[src/rtl/user_cl_aes_multilane_pkg.sv]
// Shared types and lane field geometry for the multilane AES FIFO wrapper.
package cl_aes_pkg;
    typedef enum logic [1:0] {
        RUN   = 2'd0,
        DRAIN = 2'd1,
        DONE  = 2'd2
    } state_e;

    localparam int LANE_IN_W  = 16;
    localparam int LANE_OUT_W = 8;
    localparam int SEQ_W      = 8;
endpackage

[src/rtl/aes_8_bit.sv]
// Byte-wide AES core model: d_out = d_in ^ key after LATENCY cycles, one byte per cycle.
module aes_8_bit #(
    parameter int LATENCY = 4
) (
    input  logic       clk,
    input  logic       rst,
    input  logic [7:0] d_in,
    input  logic [7:0] key,
    output logic [7:0] d_out
);
    logic [LATENCY-1:0][7:0] pipe;

    always_ff @(posedge clk) begin
        if (rst) begin
            pipe <= '0;
        end else begin
            pipe[0] <= d_in ^ key;
            for (int i = 1; i < LATENCY; i++) pipe[i] <= pipe[i-1];
        end
    end

    assign d_out = pipe[LATENCY-1];
endmodule

[src/rtl/user_cl_aes_multilane_fifo.sv]
// Synchronous result FIFO; pointers wrap naturally at the power-of-2 depth.
module aes_result_fifo #(
    parameter int DEPTH = 8,
    parameter int WIDTH = 32
) (
    input  logic                     clock,
    input  logic                     reset_n,
    input  logic                     wr_en,
    input  logic [WIDTH-1:0]         wr_data,
    input  logic                     rd_en,
    output logic [WIDTH-1:0]         rd_data,
    output logic [$clog2(DEPTH):0]   count,
    output logic                     full,
    output logic                     empty
);
    localparam int AW = $clog2(DEPTH);

    logic [WIDTH-1:0] mem [DEPTH];
    logic [AW-1:0]    wptr, rptr;
    logic [WIDTH-1:0] last_head;
    logic             do_wr, do_rd;

    assign empty = (count == '0);
    assign full  = (count == (AW+1)'(DEPTH));
    assign do_wr = wr_en && !full;
    assign do_rd = rd_en && !empty;

    always_ff @(posedge clock) begin
        if (do_wr) mem[wptr] <= wr_data;
    end

    always_ff @(posedge clock) begin
        if (!reset_n) begin
            wptr      <= '0;
            rptr      <= '0;
            count     <= '0;
            last_head <= '0;
        end else begin
            if (do_wr) wptr <= wptr + 1'b1;
            if (do_rd) begin
                rptr      <= rptr + 1'b1;
                last_head <= mem[rptr];
            end
            case ({do_wr, do_rd})
                2'b10:   count <= count + 1'b1;
                2'b01:   count <= count - 1'b1;
                default: count <= count;
            endcase
        end
    end

    // Empty FIFO presents the last popped word so the output never shows stale slots.
    assign rd_data = empty ? last_head : mem[rptr];
endmodule

[src/rtl/user_cl_aes_multilane.sv]
// FIFO-to-FIFO AES wrapper: LANES byte cores, valid-pipe tagging, credit-checked result FIFO, flush/drain.
module user_cl_aes_multilane
    import cl_aes_pkg::*;
#(
    parameter int DATA_WIDTH  = 32,
    parameter int LANES       = 2,
    parameter int AES_LATENCY = 4,
    parameter int OUT_DEPTH   = 8
) (
    input  logic                  clock,
    input  logic                  reset_n,
    input  logic                  data_empty,
    output logic                  data_rd,
    input  logic [DATA_WIDTH-1:0] data_din,
    input  logic                  data_full,
    output logic                  data_wr,
    output logic [DATA_WIDTH-1:0] data_dout,
    input  logic                  flush,
    output logic                  flush_done,
    output logic [31:0]           words_in,
    output logic [31:0]           words_out
);
    localparam int STAGES = AES_LATENCY;
    localparam int IFW    = $clog2(STAGES + 2);
    localparam int CW     = $clog2(OUT_DEPTH) + 1;

    state_e                              state;
    logic [STAGES:0]                     vld_pipe;
    logic [STAGES:0][SEQ_W-1:0]          seq_pipe;
    logic [SEQ_W-1:0]                    seq_cnt;
    logic [LANES-1:0][7:0]               lane_din, lane_key, lane_dout;
    logic [IFW-1:0]                      in_flight;
    logic [31:0]                         credit_used;
    logic [DATA_WIDTH-1:0]               res_word;
    logic [CW-1:0]                       res_count;
    logic                                res_full, res_empty;
    logic                                core_rst;

    assign core_rst = ~reset_n;

    always_comb begin
        in_flight = '0;
        for (int i = 0; i <= STAGES; i++) in_flight = in_flight + IFW'(vld_pipe[i]);
    end

    // Credit covers words still in the cores, so the result FIFO can never overflow.
    assign credit_used = 32'(in_flight) + 32'(res_count);
    assign data_rd = reset_n && (state == RUN) && !data_empty && !res_full
                     && (credit_used < 32'(OUT_DEPTH));
    assign data_wr = reset_n && !res_empty && !data_full;

    always_ff @(posedge clock) begin
        if (!reset_n) begin
            lane_din <= '0;
            lane_key <= '0;
        end else if (data_rd) begin
            for (int i = 0; i < LANES; i++) begin
                lane_din[i] <= data_din[i*LANE_IN_W +: 8];
                lane_key[i] <= data_din[i*LANE_IN_W+8 +: 8];
            end
        end
    end

    for (genvar g = 0; g < LANES; g++) begin : g_lane
        aes_8_bit #(.LATENCY(AES_LATENCY)) u_core (
            .clk   (clock),
            .rst   (core_rst),
            .d_in  (lane_din[g]),
            .key   (lane_key[g]),
            .d_out (lane_dout[g])
        );
    end

    always_comb begin
        res_word = '0;
        for (int i = 0; i < LANES; i++) res_word[i*LANE_OUT_W +: LANE_OUT_W] = lane_dout[i];
        res_word[DATA_WIDTH-1 -: SEQ_W] = seq_pipe[STAGES];
    end

    aes_result_fifo #(.DEPTH(OUT_DEPTH), .WIDTH(DATA_WIDTH)) u_res_fifo (
        .clock   (clock),
        .reset_n (reset_n),
        .wr_en   (vld_pipe[STAGES]),
        .wr_data (res_word),
        .rd_en   (data_wr),
        .rd_data (data_dout),
        .count   (res_count),
        .full    (res_full),
        .empty   (res_empty)
    );

    always_ff @(posedge clock) begin
        if (!reset_n) begin
            vld_pipe   <= '0;
            seq_pipe   <= '0;
            seq_cnt    <= '0;
            words_in   <= '0;
            words_out  <= '0;
            flush_done <= 1'b0;
            state      <= RUN;
        end else begin
            vld_pipe   <= {vld_pipe[STAGES-1:0], data_rd};
            seq_pipe   <= {seq_pipe[STAGES-1:0], seq_cnt};
            flush_done <= 1'b0;
            if (data_rd) begin
                seq_cnt  <= seq_cnt + 1'b1;
                words_in <= words_in + 32'd1;
            end
            if (data_wr) words_out <= words_out + 32'd1;
            case (state)
                RUN:   if (flush) state <= DRAIN;
                DRAIN: if (in_flight == '0 && res_empty) begin
                    state      <= DONE;
                    flush_done <= 1'b1;
                end
                DONE:  if (!flush) state <= RUN;
                default: state <= RUN;
            endcase
        end
    end
endmodule

[config.mk]
export PLATFORM = sky130hd
export DESIGN_NAME = user_cl_aes_multilane
export DESIGN_NICKNAME = d
export VERILOG_FILES = /design/src/rtl/user_cl_aes_multilane_pkg.sv /design/src/rtl/aes_8_bit.sv /design/src/rtl/user_cl_aes_multilane_fifo.sv /design/src/rtl/user_cl_aes_multilane.sv
export SDC_FILE = /design/constraint.sdc
export NUM_CORES = 1
export LEC_CHECK = 0
export ABC_CLOCK_PERIOD_IN_PS = 8250
export BUFFER_PORTS_ARGS = -buffer_cell sky130_fd_sc_hd__buf_2
export CAP_MARGIN = 25
export CORE_AREA = 4 4 219 221
export CTS_CLUSTER_DIAMETER = 150
export CTS_CLUSTER_SIZE = 16
export DETAILED_ROUTE_END_ITERATION = 7
export DIE_AREA = 0 0 223 225
export GPL_TIMING_DRIVEN = 0
export PLACE_DENSITY = 0.6
export SYNTH_ARGS = -nofsm -noshare
export SYNTH_HDL_FRONTEND = slang
export SYNTH_SLANG_ARGS = --single-unit
[constraint.sdc]
create_clock -name clock -period 8.25 [get_ports clock]
set_input_delay 0.4125 -clock clock [delete_from_list [all_inputs] [get_ports clock]]
set_output_delay 0.4125 -clock clock [all_outputs]
set_load 0.05 [all_outputs]
==> results_dict.tcl <==
set metrics [dict create \
    status "complete, no violations" \
    crit_path_frequent_cell "inv_1" \
    cp-start-kind "register" \
    pwr-share-seq_pct 60.0 \
    cts_buffers 31 \
    drt-total-wl_um 35400 \
    cts_resized 0 \
    drv_slew 0 \
    crit_chain "inv_1, fa_1, fa_1, inv_1, ha_1, ha_1, nor4_1, nand4_1, inv_1, clkbuf_1, buf_1, buf_2" \
    multi_input_area_um2 5250 \
    hold_viol 0 \
    synth_top_area_share_pct 35.0 \
    p_sw_mw 0.816 \
    start_util_pct 35.6 \
    final.setup.tns_ns 0 \
    synthAdderAreaFrac_pct 1.20 \
    cts.sinks 445 \
    report.power.total_mw 3.87 \
    crit_slowest_cell "fa_1" \
    grt_pass1_vias 9980 \
    clockBufferDepth 3 \
    synth_top_family_by_area "simple AND/OR/NAND/NOR gates" \
    synth_xor_xnor_area_share_pct 3.46 \
    path_max_fanout 10 \
    seqCellArea_um2 10800 \
    synth_cell_type_count 45 \
    drtAntennaViolNets 0 \
    syn_inst 1305 \
    p_per_area_nw_per_um2 205 \
    io_buffers 127 \
    whs_ns 0.0571 \
    yosysWarningCount 0 \
    drive_above_1_share_pct 16.3 \
    grt_start_max_net_pins 25 \
    drt_iter0_markers 576 \
    peakVddDrop_v 0.000149 \
    htree_levels 1 \
    fmax_mhz 219 \
    fill_cells 4387 \
    area_delta_synth_final_pct 14.7 \
    ys_ff_latch 445 \
    post_cts_buffers 0 \
    vias_per_cell 4.82 \
    drc 0 \
    ctsHoldBuffers 0 \
    vias 10100 \
    gr-total-overflow 0 \
    synth_edf_count 192 \
    hold_depth 3 \
    clk_latency_ns 0.59 \
    cp-end-kind "output pin" \
    synth_compound_area_share_pct 4.56 \
    worst_pin_slew_ns 0.952 \
    fp-row-count 79 \
    p_comb_share_pct 3.6 \
    maxCapViolCount 0 \
    avgRoutedWirePerCell_um 16.8 \
    diodes 0 \
    antenna_found_initial 4 \
    relSlewSlack_pct 35.9 \
    rsz0062_at_grt "false" \
    p_sw_share_pct 21.1 \
    finClkSkew_ns 0.0266 \
    hold_class "primary input to register" \
    p_leak_nw 6.72 \
    required_ns 7.84 \
    finalCriticalPeriod_ns 4.57 \
    yosys.area_share.simple_pct 14.0 \
    critPathMaxStageDelay_ns 0.55 \
    ys_seq_area_share_pct 65.8 \
    cts-root-buf "clkbuf_16" \
    crit_arrival_ns 4.15 \
    setup_viol 0 \
    die_y_um 225 \
    synth_mux_area_share_pct 8.22 \
    yosys.area.top_type "edfxtp_1" \
    clk_pin_slew_worst_paths_ns 0.07 \
    first_pass_iters 5 \
    chipWidth_um 223 \
    finalWeightedCongestion 0.789 \
    cts_tree "done" \
    power_frac_clock_pct 36.4 \
    ios 136 \
    grt_pass1_wl_um 56000 \
    track_usage_pct 13.8 \
    syn_area_per_cell_um2 12.6 \
    dp_hpwl_um 24200 \
    ff2ff_path_depth 13 \
    synthFlopType "dfxtp_1" \
    netlist_area_um2 16400 \
    async_flop_share_pct 0 \
    die_area_um2 50200 \
    nets 1528 \
    p_int_mw 3.05 \
    period_share_pct 55.3 \
    synth_area_leaders "edfxtp_1 (35%), dfxtp_1 (31%), mux4_2 (6.6%)" \
    crit_type "register to output pin" \
    core_area_um2 46200 \
]
[worst max-delay path: cells and delay by family (launching register included)]
kind                       cells  cell delay [ns]
and+or+nand+nor                2             0.58
buffers and inverters          6             1.59
DFF                            1             0.31
adders and majority gates      4             1.09
[stage by stage]
| step | area, um^2 | setup slack [ns] | instances | util [%] |
|---|---|---|---|---|
| after detailed placement | 18000 | 4.28 | 2050 | 38.9 |
| after global placement | 17900 | 3.32 | 2046 | 38.7 |
| after floorplan | 16500 | 4.81 | 1312 | - |
| after CTS | 18800 | 3.63 | 2101 | 40.8 |
| final | 18900 | 3.68 | 2102 | 40.9 |
| after global routing | 18900 | 3.41 | 2102 | 40.9 |
[cell type report]
class | count | share of cell area [%]
plain buffers | 82 | 1.90
clock buffers | 49 | 4.47
clock inverters | 2 | 0.133
inverters | 24 | 0.478
multi-input cells | 761 | 27.8
flip-flops and latches | 445 | 57.4
well taps | 607 | 4.03
repair buffers | 132 | 3.73
[power by group through the flow]
stage / Combinational (mW) / Sequential (mW) / Clock, mW
after global routing: 0.153 / 2.32 / 1.55
after floorplan: 0.0923 / 2.37 / 0
final: 0.139 / 2.32 / 1.41
after CTS: 0.142 / 2.32 / 1.45
after global placement: 0.140 / 2.37 / 0
after detailed placement: 0.141 / 2.37 / 0
[kinds of logic after synthesis]
logic type,Yosys count
simple gates,459
xor+xnor,65
mux,75
buf+inv,106
compound gates,140
fa+ha+maj,14
other cells,1
flops,445
[cells in the mapped netlist (19+ instances only)]
library cell  number
and2_1            90
dfxtp_1          253
mux4_2            48
nand3_1           51
o21ai_0           38
inv_1             22
a21oi_1           83
xor2_1            19
nor2_1           108
clkbuf_1          52
edfxtp_1         192
xnor2_1           46
nand2_1          106
mux2i_1           26
[registers in the layout, summed over array words and instances, names as in the netlist, named ones only]
name                  count
lane_din                 16
seq_pipe                 32
u_res_fifo.count          4
res_word                  8
vld_pipe                  5
seq_cnt                   8
u_res_fifo.rptr           3
state                     2
lane_key                 16
flush_done                1
u_res_fifo.last_head     24
u_res_fifo.mem          192
g_lane.u_core.pipe       48
g_lane.u_core.d_out      16
words_in                 32
words_out                32
u_res_fifo.wptr           3
[per-layer routing]
layer | GRT usage [%] | wire length, um | up-vias
met2 | 21.9 | 16300 | 254
met4 | 2.27 | 497 | 6
met3 | 2.81 | 2260 | 42
met5 | 0 | 26 | -
li1 | - | - | 4931
met1 | 20.2 | 16300 | 4903
[final timing paths]
| kind | startpoint | endpoint | slack [ns] |
|---|---|---|---|
| setup / recovery | vld_pipe[0]$_SDFF_PN0_ | data_rd | 3.68 |
| hold / removal | data_din[0] | lane_din[0]$_SDFFE_PN0P_ | 0.06 |
| setup reg to reg | vld_pipe[0]$_SDFF_PN0_ | lane_din[13]$_SDFFE_PN0P_ | 4.63 |
| hold reg to reg | seq_pipe[15]$_SDFF_PN0_ | seq_pipe[23]$_SDFF_PN0_ | 0.43 |
[cells in the final DEF (no fill, tap or decap), types with 26 or more instances in the layout]
| master | n |
|---|---|
| a21oi_1 | 83 |
| and2_1 | 90 |
| buf_2 | 136 |
| clkbuf_1 | 70 |
| clkbuf_16 | 31 |
| dfxtp_1 | 253 |
| edfxtp_1 | 192 |
| mux2i_1 | 26 |
| mux4_2 | 48 |
| nand2_1 | 106 |
| nand3_1 | 51 |
| nor2_1 | 102 |
| o21ai_0 | 38 |
| xnor2_1 | 46 |
(Power assumes the default switching activity.)
